--- src/rtl/audio_pkg.sv ---
// Shared types and constants for the audio back-end: fade states and
// sample/gain widths.
package audio_pkg;

  localparam int unsigned SAMPLE_W = 4;
  localparam int unsigned GAIN_MAX = 16;
  localparam int unsigned GAIN_W   = 5;

  typedef enum logic [1:0] {
    MUTED,
    FADE_IN,
    PLAY,
    FADE_OUT
  } fade_state_e;

endpackage

--- src/rtl/sdm1.sv ---
// First-order sigma-delta modulator: the accumulator carry forms a
// pulse-density stream whose ones density is din / 2**DIN_W.
module sdm1 #(
  parameter int unsigned DIN_W = 4
) (
  input  logic             clock,
  input  logic             reset,
  input  logic [DIN_W-1:0] din,
  output logic             dout
);

  logic [DIN_W-1:0] acc_q, acc_d;
  logic             dout_q, dout_d;

  always_comb begin
    {dout_d, acc_d} = {1'b0, acc_q} + {1'b0, din};
  end

  always_ff @(posedge clock) begin
    if (reset) begin
      acc_q  <= '0;
      dout_q <= 1'b0;
    end else begin
      acc_q  <= acc_d;
      dout_q <= dout_d;
    end
  end

  assign dout = dout_q;

endmodule

--- src/rtl/audio_sdm_out.sv ---
// Audio back-end: fractional-rate sample strobe, delayed sample capture,
// click-free mute fade and 1-bit sigma-delta output.
module audio_sdm_out
  import audio_pkg::*;
#(
  parameter int unsigned CLK_HZ        = 25_175_000,
  parameter int unsigned SAMPLE_RATE   = 16384,
  parameter int unsigned CAPTURE_DELAY = 2
) (
  input  logic                clock,
  input  logic                reset,
  output logic                sample_ena,
  input  logic [SAMPLE_W-1:0] sample,
  input  logic                mute,
  output logic [SAMPLE_W-1:0] sample_held,
  output logic                audio_out,
  output logic                muted
);

  localparam logic [32:0]       RATE_W  = 33'(SAMPLE_RATE);
  localparam logic [32:0]       CLK_W   = 33'(CLK_HZ);
  localparam logic [GAIN_W-1:0] GAIN_TOP = GAIN_W'(GAIN_MAX);

  logic [31:0]              acc_q, acc_d;
  logic [32:0]              acc_sum;
  logic                     ena_d;
  logic [CAPTURE_DELAY-1:0] cap_q, cap_d;
  logic [SAMPLE_W-1:0]      held_q, held_d;
  fade_state_e              state_q, state_d;
  logic [GAIN_W-1:0]        gain_q, gain_d;
  logic [8:0]               prod;
  logic [SAMPLE_W-1:0]      eff;

  always_comb begin
    acc_sum = {1'b0, acc_q} + RATE_W;
    if (acc_sum >= CLK_W) begin
      acc_d = 32'(acc_sum - CLK_W);
      ena_d = 1'b1;
    end else begin
      acc_d = acc_sum[31:0];
      ena_d = 1'b0;
    end
  end

  // The delay line is fed with the next-state strobe, so tap 0 is the
  // registered strobe itself and the last tap fires CAPTURE_DELAY edges on.
  always_comb begin
    cap_d[0] = ena_d;
    for (int unsigned i = 1; i < CAPTURE_DELAY; i++) begin
      cap_d[i] = cap_q[i-1];
    end
    held_d = cap_q[CAPTURE_DELAY-1] ? sample : held_q;
  end

  assign sample_ena = cap_q[0];

  // Fade endpoints saturate so a reversal taken at 0 or 16 cannot wrap gain.
  always_comb begin
    state_d = state_q;
    gain_d  = gain_q;
    if (sample_ena) begin
      case (state_q)
        MUTED: begin
          if (!mute) state_d = FADE_IN;
        end
        FADE_IN: begin
          if (mute) begin
            state_d = FADE_OUT;
          end else if (gain_q >= GAIN_TOP - 5'd1) begin
            gain_d  = GAIN_TOP;
            state_d = PLAY;
          end else begin
            gain_d = gain_q + 5'd1;
          end
        end
        PLAY: begin
          if (mute) state_d = FADE_OUT;
        end
        FADE_OUT: begin
          if (!mute) begin
            state_d = FADE_IN;
          end else if (gain_q <= 5'd1) begin
            gain_d  = '0;
            state_d = MUTED;
          end else begin
            gain_d = gain_q - 5'd1;
          end
        end
        default: begin
          state_d = MUTED;
          gain_d  = '0;
        end
      endcase
    end
  end

  always_comb begin
    prod = {5'b0, held_q} * {4'b0, gain_q};
    eff  = SAMPLE_W'(prod >> 4);
  end

  always_ff @(posedge clock) begin
    if (reset) begin
      acc_q   <= '0;
      cap_q   <= '0;
      held_q  <= '0;
      state_q <= MUTED;
      gain_q  <= '0;
    end else begin
      acc_q   <= acc_d;
      cap_q   <= cap_d;
      held_q  <= held_d;
      state_q <= state_d;
      gain_q  <= gain_d;
    end
  end

  assign sample_held = held_q;
  assign muted       = (state_q == MUTED);

  sdm1 #(
    .DIN_W(SAMPLE_W)
  ) u_sdm (
    .clock(clock),
    .reset(reset),
    .din  (eff),
    .dout (audio_out)
  );

endmodule
--- config.mk ---
export PLATFORM = sky130hd
export DESIGN_NAME = audio_sdm_out
export DESIGN_NICKNAME = d
export VERILOG_FILES = /design/src/rtl/audio_pkg.sv /design/src/rtl/sdm1.sv /design/src/rtl/audio_sdm_out.sv
export SDC_FILE = /design/constraint.sdc
export NUM_CORES = 1
export LEC_CHECK = 0
export BUFFER_PORTS_ARGS = -buffer_cell sky130_fd_sc_hd__buf_4
export CORE_AREA = 3 3 91 136
export DETAILED_ROUTE_END_ITERATION = 10
export DIE_AREA = 0 0 94 139
export HOLD_SLACK_MARGIN = 0.02
export PLACE_DENSITY = 0.46
export SYNTH_ARGS = -nofsm -noshare
export SYNTH_HDL_FRONTEND = slang
export SYNTH_SLANG_ARGS = --single-unit
--- constraint.sdc ---
create_clock -name clock -period 4.55 [get_ports clock]
set_input_delay 0.455 -clock clock [delete_from_list [all_inputs] [get_ports clock]]
set_output_delay 0.455 -clock clock [all_outputs]
set_load 0.01 [all_outputs]
==> flow_summary_export.csv, run 1 <==
group,metric,value,unit
yosys,synth_warnings,0,
yosys,syn_area_per_cell,8.48,um^2
placed_design,gp_congestion,0.801,
yosys,ys_seq_area_share,27.9,%
placed_design,io_buffers,13,
floorplan,die_h,139,um
clock_network,ctsResizeCount,0,
yosys,ys_top_cells_by_area,"dfxtp_1 28%, ha_1 8.9%, xnor2_1 8.8%, nor2_1 6.5%, a21oi_1 3.6%",
layout,layout-drive-gt1-share,10.5,%
routing,viasPerCell,4.90,
floorplan,start_util,29.5,%
layout,stdcell_area,3710,um^2
layout,nNetsFinal,435,
yosys,ys_ff_latch,47,
yosys,syn_nets,434,
routing,drc_errors,0,
routing,routedWlPerCell,12.9,um
clock_network,cts_hold_buffers,0,
clock_network,cts_buffers,5,
floorplan,die_w,94,um
hold_path,hold_class,"in -> reg",
global_routing,grt_max_degree,49,
floorplan,ios,14,
global_routing,overflow,0,
clock_network,tritoncts,"yes",
layout,final_common_cell,"nor2_1",
routing,drt_iter0_markers,105,
clock_network,post-cts-setup-buffer-count,0,
clock_network,ctsLongestPathBuffers,2,
placed_design,post_dp_cell_area,3560,um^2
setup_path,path_class,"reg -> reg",
timing,worst_slew_pin_slew,0.606,ns
setup_path,critical_path.cell_chain,"nand2_1 > fa_1 > inv_1 > fa_1 > ha_1 > nand4_1 > o21bai_1 > and2_1 > o21a_1 > o21a_1 > nor2_1 > ha_1 > a21oi_1 > nand2_1 > xnor2_1 > nor2_1",
timing,fin_skew,0.00758,ns
layout,fillers,1247,
yosys,syn_inst,397,
timing,rsz0062_at_grt,"false",
layout,utilization,32.6,%
timing,period_needed,3.76,ns
setup_path,critPathMaxFanout,11,
outcome,outcome,"complete, no violations",
clock_network,path_clk_slew,0.07,ns
clock_network,clock_sinks,47,
clock_network,clk_latency,0.30,ns
global_routing,antenna_found_initial,0,
routing,first_pass_iters,4,
routing,wirelength,7100,um
setup_path,cp.arrival,3.93,ns
power_and_ir_drop,vdd_drop_max,0.172,mV
setup_path,slowest_stage,"fa_1",
timing,max_freq,266,MHz
floorplan,dieArea,13100,um^2
routing,vias,2688,
layout,multi_input_area,2280,um^2
floorplan,core-area,11400,um^2
job,drv_cap,0,
timing,slew_headroom,59.2,%
timing,slew_viol_final,0,
yosys,synth_area,3370,um^2
timing,hold_viol,0,
placed_design,hpwlAfterDp,5180,um
routing,antenna_left,0,
global_routing,track_usage,11.5,%
timing,holdWs,0.394,ns
yosys,ys_types,56,
global_routing,grt_pass1_vias,2636,
timing,min_period_over_period,82.7,%
layout,regArea,941,um^2
layout,layout_common_cells,"58 x nor2_1, 47 x dfxtp_1, 34 x xnor2_1, 24 x a21oi_1, 24 x ha_1",
timing,setup_viol,0,
power_and_ir_drop,p_leak,1.46,nW
yosys,yosysTopAreaCell,"dfxtp_1",
setup_path,end_kind,"register",
timing,finalSetupTns,0,ns
clock_network,htreeDepth,2,
layout,diodes,0,
setup_path,slowest_delay,0.56,ns
yosys,yosysTopAreaCellShare,27.9,%
setup_path,required,4.71,ns
power_and_ir_drop,powerDensity,475,nW/um^2
layout,syn2layout_area_growth,10.3,%
global_routing,grt_pass1_wl,12300,um
clock_network,root_buffer,"clkbuf_16",
setup_path,start_kind,"register",
floorplan,fp-row-count,48,
-- power by group --
part,switching (mW),total (mW),internal [mW]
Sequential,0.123,0.628,0.505
Clock,0.172,0.392,0.220
Combinational,0.402,0.745,0.343
-- area by class of cell --
class / instances / area share (%)
Multi-Input combinational cell: 317 / 61.3
Timing Repair Buffer: 14 / 2.83
Clock buffer: 6 / 3.74
Tap cell: 150 / 5.05
Sequential cell: 47 / 25.3
Clock inverter: 2 / 0.438
Inverter: 13 / 1.31
-- synth_stat cells, drive strengths merged --
master,n
a2111oi,1
a211oi,13
a21boi,1
a21o,2
a21oi,25
a22o,1
a22oi,1
a31oi,2
and2,16
and3,7
and4,1
buf,11
clkbuf,9
dfxtp,47
fa,6
ha,24
inv,13
mux2,1
mux2i,8
nand2,22
nand2b,2
nand3,18
nand3b,1
nand4,5
nor2,59
nor2b,6
nor3,13
nor4,6
nor4b,1
o2111ai,1
o211ai,7
o21a,2
o21ai,7
o21bai,1
o22a,1
o22ai,1
o31a,1
o31ai,1
o41ai,2
or3,4
xnor2,34
xor2,13
-- final timing paths --
check                                 endpoint  depth (start not counted)      start  slack (ns)
worst min-delay path            sample_held[0]                          3  sample[0]        0.39
worst max-delay path            u_sdm.acc_q[3]                         16  gain_q[0]        0.79
worst max register to register  u_sdm.acc_q[3]                         16  gain_q[0]        0.79
worst min register to register        acc_q[4]                          2   acc_q[4]        0.50
-- worst max-delay path: cells and delay by family (launching register included) --
| kind | cells | cell delay, ns |
|---|---|---|
| and+or+nand+nor | 6 | 0.71 |
| DFF | 1 | 0.51 |
| AOI/OAI and AO/OA | 4 | 0.61 |
| buffers and inverters | 1 | 0.06 |
| xor gates and xnor gates | 1 | 0.13 |
| adders and majority gates | 4 | 1.62 |
-- registers in the layout, indices dropped and copies added (netlist names) --
signal       cells
u_sdm.dout       1
gain_q           5
sample_held      4
acc_q           29
u_sdm.acc_q      4
state_q          2
cap_q            2
-- per-layer routing --
| layer | part of all wire [%] | vias up | wire length (um) | track usage (%) |
|---|---|---|---|---|
| met5 | 0 | - | 0 | 0 |
| met4 | 1.6 | 0 | 111 | 3.81 |
| met1 | 43 | 1280 | 3070 | 13.0 |
| met3 | 2.4 | 10 | 168 | 2.06 |
| met2 | 53 | 26 | 3760 | 21.0 |
| li1 | - | 1372 | - | - |
-- stage by stage --
step                power [mW]  std cells  setup slack [ns]
floorplan                 1.26        397             0.947
global placement          1.39        541             0.850
finish                    1.77        549             0.786
CTS                       1.80        549             0.758
detailed placement        1.39        541             0.794
global route              1.91        549             0.464
-- cells by family (layout without fill, tap and decap cells) --
group	Yosys count	in the layout	share of synthesized area, %
DFF	47	47	27.9
xor gates and xnor gates	47	47	12.2
and+or+nand+nor	161	161	24.2
muxes	9	9	2.71
AOI/OAI and AO/OA	70	70	16.0
adders and majority gates	30	30	12.5
buffers and inverters	33	35	4.46
Note: power is estimated with default switching activity, not from simulation.
==> run 2, diff against run 1 <==
ABC_AREA = 1   (was default)
CORE_AREA = 3 3 95 142   (was 3 3 91 136)
DIE_AREA = 0 0 98 145   (was 0 0 94 139)
clock period = 3.6 ns   (was 4.55 ns; I/O delays follow)
==> flow_summary_export.csv, run 2 <==
group,metric,value,unit
outcome,outcome,"complete, no violations",
layout,fillers,1405,
layout,layout-drive-gt1-share,13.5,%
routing,vias,3549,
yosys,synth_warnings,0,
setup_path,path_class,"reg -> reg",
yosys,yosysTopAreaCell,"dfxtp_1",
yosys,synth_area,3690,um^2
global_routing,track_usage,13.3,%
clock_network,cts_buffers,5,
layout,largest_register_ffs,29,
yosys,ys_seq_area_share,25.5,%
global_routing,antenna_found_initial,0,
placed_design,hpwlAfterDp,7140,um
clock_network,clock_sinks,47,
clock_network,ctsLongestPathBuffers,2,
placed_design,post-place-ws,0.0494,ns
yosys,synth_top_family_by_area,"simple AND/OR/NAND/NOR gates",
layout,layout_common_cells,"153 x nand2_1, 93 x nor2_1, 88 x inv_1, 42 x dfxtp_1, 41 x nand3_1",
hold_path,hold_class,"in -> reg",
clock_network,htreeDepth,2,
yosys,yosys_most_used_dff,"dfxtp_1",
routing,routedWlPerCell,12.0,um
yosys,yosysMostFrequentCell,"nand2_1",
power_and_ir_drop,p_leak,2.19,nW
setup_path,cpMostUsedCell,"nand2_2",
timing,worst_slew_pin_slew,0.401,ns
global_routing,grt_pass1_wl,15800,um
global_routing,grt_pass1_vias,3502,
setup_path,cp.arrival,3.58,ns
setup_path,start_kind,"register",
timing,setup_viol,0,
floorplan,fp-row-count,50,
timing,fin_skew,0.00974,ns
setup_path,r2r_end,"u_sdm.acc_q[3]",
layout,stdcell_area,4230,um^2
setup_path,slowest_delay,0.54,ns
setup_path,critical_path.cell_chain,"nand2_2 > fa_1 > inv_1 > fa_1 > ha_1 > nand2_1 > nor2_1 > nand3_1 > nand2_2 > nand2_2 > nand2_2 > a21o_1 > xnor2_1 > inv_1 > ha_4 > a21o_1 > a31oi_2 > o21ai_1 > a21oi_1",
routing,drt_iter0_markers,100,
clock_network,clk_latency,0.29,ns
routing,antenna_left,0,
setup_path,required,3.82,ns
layout,diodes,0,
layout,nNetsFinal,644,
timing,rsz0062_at_grt,"true",
yosys,synth_mux_area_share,0,%
layout,top_register,"acc_q",
yosys,syn_inst,584,
yosys,ys_ff_latch,47,
floorplan,die_h,145,um
timing,hold_viol,0,
setup_path,ff2ff_setup_slack,0.24,ns
setup_path,end_kind,"register",
yosys,syn_nets,621,
layout,final_common_cell,"nand2_1",
timing,setup_ws,0.244,ns
yosys,synth_compound_area_share,12.3,%
timing,slew_viol_final,0,
floorplan,dieArea,14200,um^2
placed_design,io_buffers,13,
global_routing,grt_max_degree,43,
setup_path,r2r_cells,19,
clock_network,cts_hold_buffers,0,
hold_path,min_from,"sample[1]",
floorplan,die_w,98,um
hold_path,min_to,"sample_held[1]",
yosys,syn_area_per_cell,6.32,um^2
power_and_ir_drop,vdd_drop_max,0.256,mV
floorplan,ios,14,
setup_path,critPathMaxFanout,4,
setup_path,slowest_stage,"fa_1",
timing,max_freq,298,MHz
layout,syn2layout_area_growth,14.8,%
global_routing,overflow,0,
yosys,yosys.area_share.simple,37.1,%
clock_network,root_buffer,"clkbuf_16",
yosys,synth_xor_area_share,2.61,%
yosys,synth_adder_area_share,11.4,%
setup_path,cp.buffers_inverters,2,
yosys,ys_top_cells_by_area,"dfxtp_1 26%, nand2_1 16%, nor2_1 9.5%, inv_1 9.0%, ha_1 8.1%",
timing,min_period_over_period,93.2,%
floorplan,core-area,12400,um^2
routing,viasPerCell,4.65,
routing,first_pass_iters,4,
timing,period_needed,3.36,ns
hold_path,hold_path_depth,3,
layout,top_regs,"acc_q (29), gain_q (5)",
floorplan,start_util,29.6,%
setup_path,worstReg2RegStart,"sample_held[1]",
routing,drc_errors,0,
job,drv_cap,0,
power_and_ir_drop,powerDensity,655,nW/um^2
yosys,synthTopCellsByCount,"157 x nand2_1, 93 x nor2_1, 88 x inv_1, 47 x dfxtp_1, 41 x nand3_1",
clock_network,path_clk_slew,0.07,ns
clock_network,tritoncts,"yes",
routing,wirelength,9150,um
yosys,async_flop_share,0,%
timing,slew_headroom,73.2,%
yosys,synth_edf_count,0,
yosys,ys_types,31,
placed_design,gp_congestion,0.825,
setup_path,crit_family,"adder cells",
yosys,yosysTopAreaCellShare,25.5,%
placed_design,post_dp_cell_area,4000,um^2
-- run 2: changes by cell type after synthesis, sizes merged, moves of 16 or more --
cell   delta
and2     -16
inv      +78
o21ai    +17
nand2   +141
nand3    +26
nor2     +41
xnor2    -26
-- run 2: area by class of cell --
type	count	area, um^2	share of cell area (%)
multi-input combinational	435	2380	56.3
clock buffer	5	125	2.96
timing repair buffer	27	215	5.08
inverter	91	342	8.07
clock inverter	3	20.0	0.473
sequential	47	955	22.6
tap	156	195	4.61
-- run 2: metal layers --
layer  global-route usage, %  routed length, um  part of all wire [%]  vias up
li1                        -                  -                     -     1874
met1                    14.8               3740                    41     1621
met2                    25.0               4980                    54       40
met3                    1.83                201                   2.2       14
met4                    4.64                225                   2.5        0
met5                       0                  0                     0        -
-- run 2: repair_timing --
item,4_1_cts,5_1_grt
setup buffers,0,5
gates resized for setup,0,16
setup endpoints to repair,0,2
-- run 2: per-stage QoR --
stage	setup TNS, ns	instances	utilization (%)	power (mW)	hold WS (ns)
floorplan	0	584	-	1.99	0.438
global placement	0	751	32.1	2.29	0.469
detailed placement	0	751	32.1	2.31	0.475
CTS	0	759	33.3	2.81	0.299
global route	-0.0180	764	34.0	3.07	0.321
finish	0	764	34.0	2.77	0.303
-- run 2: report_power, final --
part	leakage (nW)	switching [mW]	total, mW	internal [mW]
combinational	1.73	0.917	1.44	0.528
sequential	0.389	0.168	0.852	0.684
clock	0.0658	0.219	0.476	0.257
total	2.19	1.30	2.77	1.47
-- run 2: how the worst max path moves through the flow --
stage | endpoint | cells after the start | slack [ns] | from
after global routing | u_sdm.acc_q[3] | 19 | -0.02 | gain_q[2]
after detailed placement | u_sdm.acc_q[3] | 19 | 0.05 | sample_held[2]
after CTS | u_sdm.acc_q[3] | 19 | 0.02 | sample_held[2]
final | u_sdm.acc_q[3] | 19 | 0.24 | sample_held[1]
after floorplan | u_sdm.acc_q[3] | 20 | 0.04 | gain_q[2]
after global placement | u_sdm.acc_q[3] | 19 | 0.09 | sample_held[2]
-- run 2: kinds of logic after synthesis --
| group | after synthesis |
|---|---|
| simple gates | 322 |
| flops | 47 |
| buf+inv | 102 |
| xor+xnor | 11 |
| fa+ha+maj | 30 |
| compound gates | 72 |
-- run 2: tightest hold or removal path, cell delays in order --
cell and delay [ns]:
buf_4 0.08, nor2_1 0.03, nor2_1 0.09
==> run 3, diff against run 2 <==
ABC_AREA = default   (was 1)
CORE_AREA = 3 3 91 136   (was 3 3 95 142)
DIE_AREA = 0 0 94 139   (was 0 0 98 145)
==> flow_summary_export.csv, run 3 (synthesis results as in run 1) <==
group,metric,value,unit
timing,fin_skew,0.00802,ns
placed_design,dp.cells,553,
power_and_ir_drop,powerDensity,587,nW/um^2
global_routing,grt_max_degree,49,
routing,drc_errors,0,
layout,diodes,0,
timing,slew_viol_final,0,
placed_design,post-place-ws,0.0414,ns
floorplan,die_w,94,um
clock_network,clock_sinks,47,
timing,rsz0062_at_grt,"false",
timing,period_needed,3.41,ns
routing,wirelength,7460,um
setup_path,slowest_stage,"fa_1",
setup_path,r2r_end,"u_sdm.acc_q[3]",
setup_path,crit_family,"adder cells",
timing,min_period_over_period,94.7,%
global_routing,grt_pass1_wl,12600,um
floorplan,core-area,11400,um^2
layout,final_common_cell,"nor2_1",
setup_path,worstReg2RegStart,"sample_held[3]",
layout,largest_register_ffs,29,
setup_path,end_kind,"register",
timing,setup_viol,0,
routing,first_pass_iters,4,
placed_design,hpwlAfterDp,5550,um
routing,routedWlPerCell,13.3,um
hold_path,hold_path_depth,3,
setup_path,critical_path.cell_chain,"and2_1 > fa_1 > inv_1 > fa_1 > inv_1 > ha_4 > and2_1 > o21a_1 > o21a_1 > nor2_4 > ha_4 > a21oi_2 > nand2_1 > xnor2_1 > nor2_1",
clock_network,htreeDepth,2,
timing,finalSetupTns,0,ns
placed_design,gp_congestion,0.781,
setup_path,r2r_cells,15,
setup_path,critPathMaxFanout,4,
clock_network,cts_hold_buffers,0,
layout,syn2layout_area_growth,15.0,%
layout,stdcell_area,3870,um^2
hold_path,min_to,"sample_held[0]",
placed_design,io_buffers,13,
setup_path,path_class,"reg -> reg",
floorplan,fp-row-count,48,
layout,top_register,"acc_q",
setup_path,slowest_delay,0.53,ns
clock_network,clk_latency,0.29,ns
hold_path,min_from,"sample[0]",
clock_network,path_clk_slew,0.07,ns
setup_path,cp.arrival,3.57,ns
power_and_ir_drop,p_leak,1.53,nW
clock_network,root_buffer,"clkbuf_16",
job,drv_cap,0,
layout,nNetsFinal,448,
timing,holdWs,0.302,ns
setup_path,required,3.76,ns
setup_path,start_kind,"register",
clock_network,tritoncts,"yes",
layout,top_regs,"acc_q (29), gain_q (5)",
layout,layout_common_cells,"56 x nor2_1, 41 x dfxtp_1, 34 x xnor2_1, 27 x buf_4",
timing,hold_viol,0,
global_routing,overflow,0,
routing,drt_iter0_markers,66,
routing,viasPerCell,4.90,
clock_network,ctsLongestPathBuffers,2,
timing,max_freq,293,MHz
layout,finalNonFillerCells,562,
routing,antenna_left,0,
global_routing,grt_pass1_vias,2690,
floorplan,ios,14,
layout,layout-drive-gt1-share,16.7,%
timing,setup_ws,0.190,ns
setup_path,cp.buffers_inverters,2,
outcome,outcome,"complete, no violations",
global_routing,antenna_found_initial,0,
timing,worst_slew_pin_slew,0.544,ns
hold_path,hold_class,"in -> reg",
routing,vias,2756,
setup_path,ff2ff_setup_slack,0.19,ns
floorplan,dieArea,13100,um^2
timing,slew_headroom,63.4,%
power_and_ir_drop,vdd_drop_max,0.275,mV
global_routing,track_usage,11.8,%
floorplan,die_h,139,um
placed_design,post_dp_cell_area,3650,um^2
clock_network,cts_buffers,5,
setup_path,worstSetupPathDepth,15,
floorplan,start_util,29.5,%
## run 3: cell count changes in the layout (fill, tap and decap cells not counted), sizes merged, moves of 7 or more
cell,previous run,this run
o21ai,24,7
xnor2,8,34
nor3,6,13
nor2,100,59
xor2,3,13
and3,0,7
and2,0,16
inv,91,13
nand3,44,18
a21oi,35,25
nand2,163,22
mux2i,0,8
a211oi,1,13
## run 3: cell type report
type / instances / area (um^2)
fillers: 1251 / 7540
multi-input cells: 317 / 2330
flip-flops and latches: 47 / 951
repair buffers: 27 / 203
well taps: 150 / 188
clock buffers: 6 / 139
inverters: 13 / 48.8
clock inverters: 2 / 16.3
## run 3: through the flow
step | power, mW | util (%)
3_3_place_gp | 1.78 | 32.0
4_1_cts | 2.30 | 33.3
6_report | 2.27 | 33.9
2_1_floorplan | 1.60 | -
3_5_place_dp | 1.79 | 32.0
5_1_grt | 2.45 | 33.9
## run 3: worst max-delay path by stage
stage / start / endpoint / slack (ns)
finish: sample_held[3] / u_sdm.acc_q[3] / 0.19
global route: sample_held[1] / u_sdm.acc_q[3] / 0.02
CTS: sample_held[1] / u_sdm.acc_q[3] / 0.01
detailed placement: sample_held[1] / u_sdm.acc_q[3] / 0.04
global placement: sample_held[1] / u_sdm.acc_q[3] / 0.08
floorplan: gain_q[0] / u_sdm.acc_q[3] / 0.09
## run 3: where the power goes
part	internal (mW)	leakage (nW)	switching, mW
logic	0.458	1.07	0.532
registers	0.640	0.388	0.147
clock network	0.278	0.0731	0.218
total	1.38	1.53	0.897
## run 3: what timing repair did
item / in CTS / in global routing
setup buffers: 0 / 1
setup endpoints to repair: 0 / 2
gates resized for setup: 0 / 16
## run 3: tightest hold or removal path, stage by stage
cell	delay [ns]
buf_4	0.08
mux2i_1	0.05
nor2_1	0.07
## run 3: routing by layer
metal | vias to the layer above | share of wire [%] | track usage [%]
met4 | 0 | 1.5 | 3.73
met5 | - | 0 | 0
met2 | 19 | 55 | 22.4
met3 | 7 | 1.9 | 2.17
met1 | 1326 | 41 | 12.8
li1 | 1404 | - | -
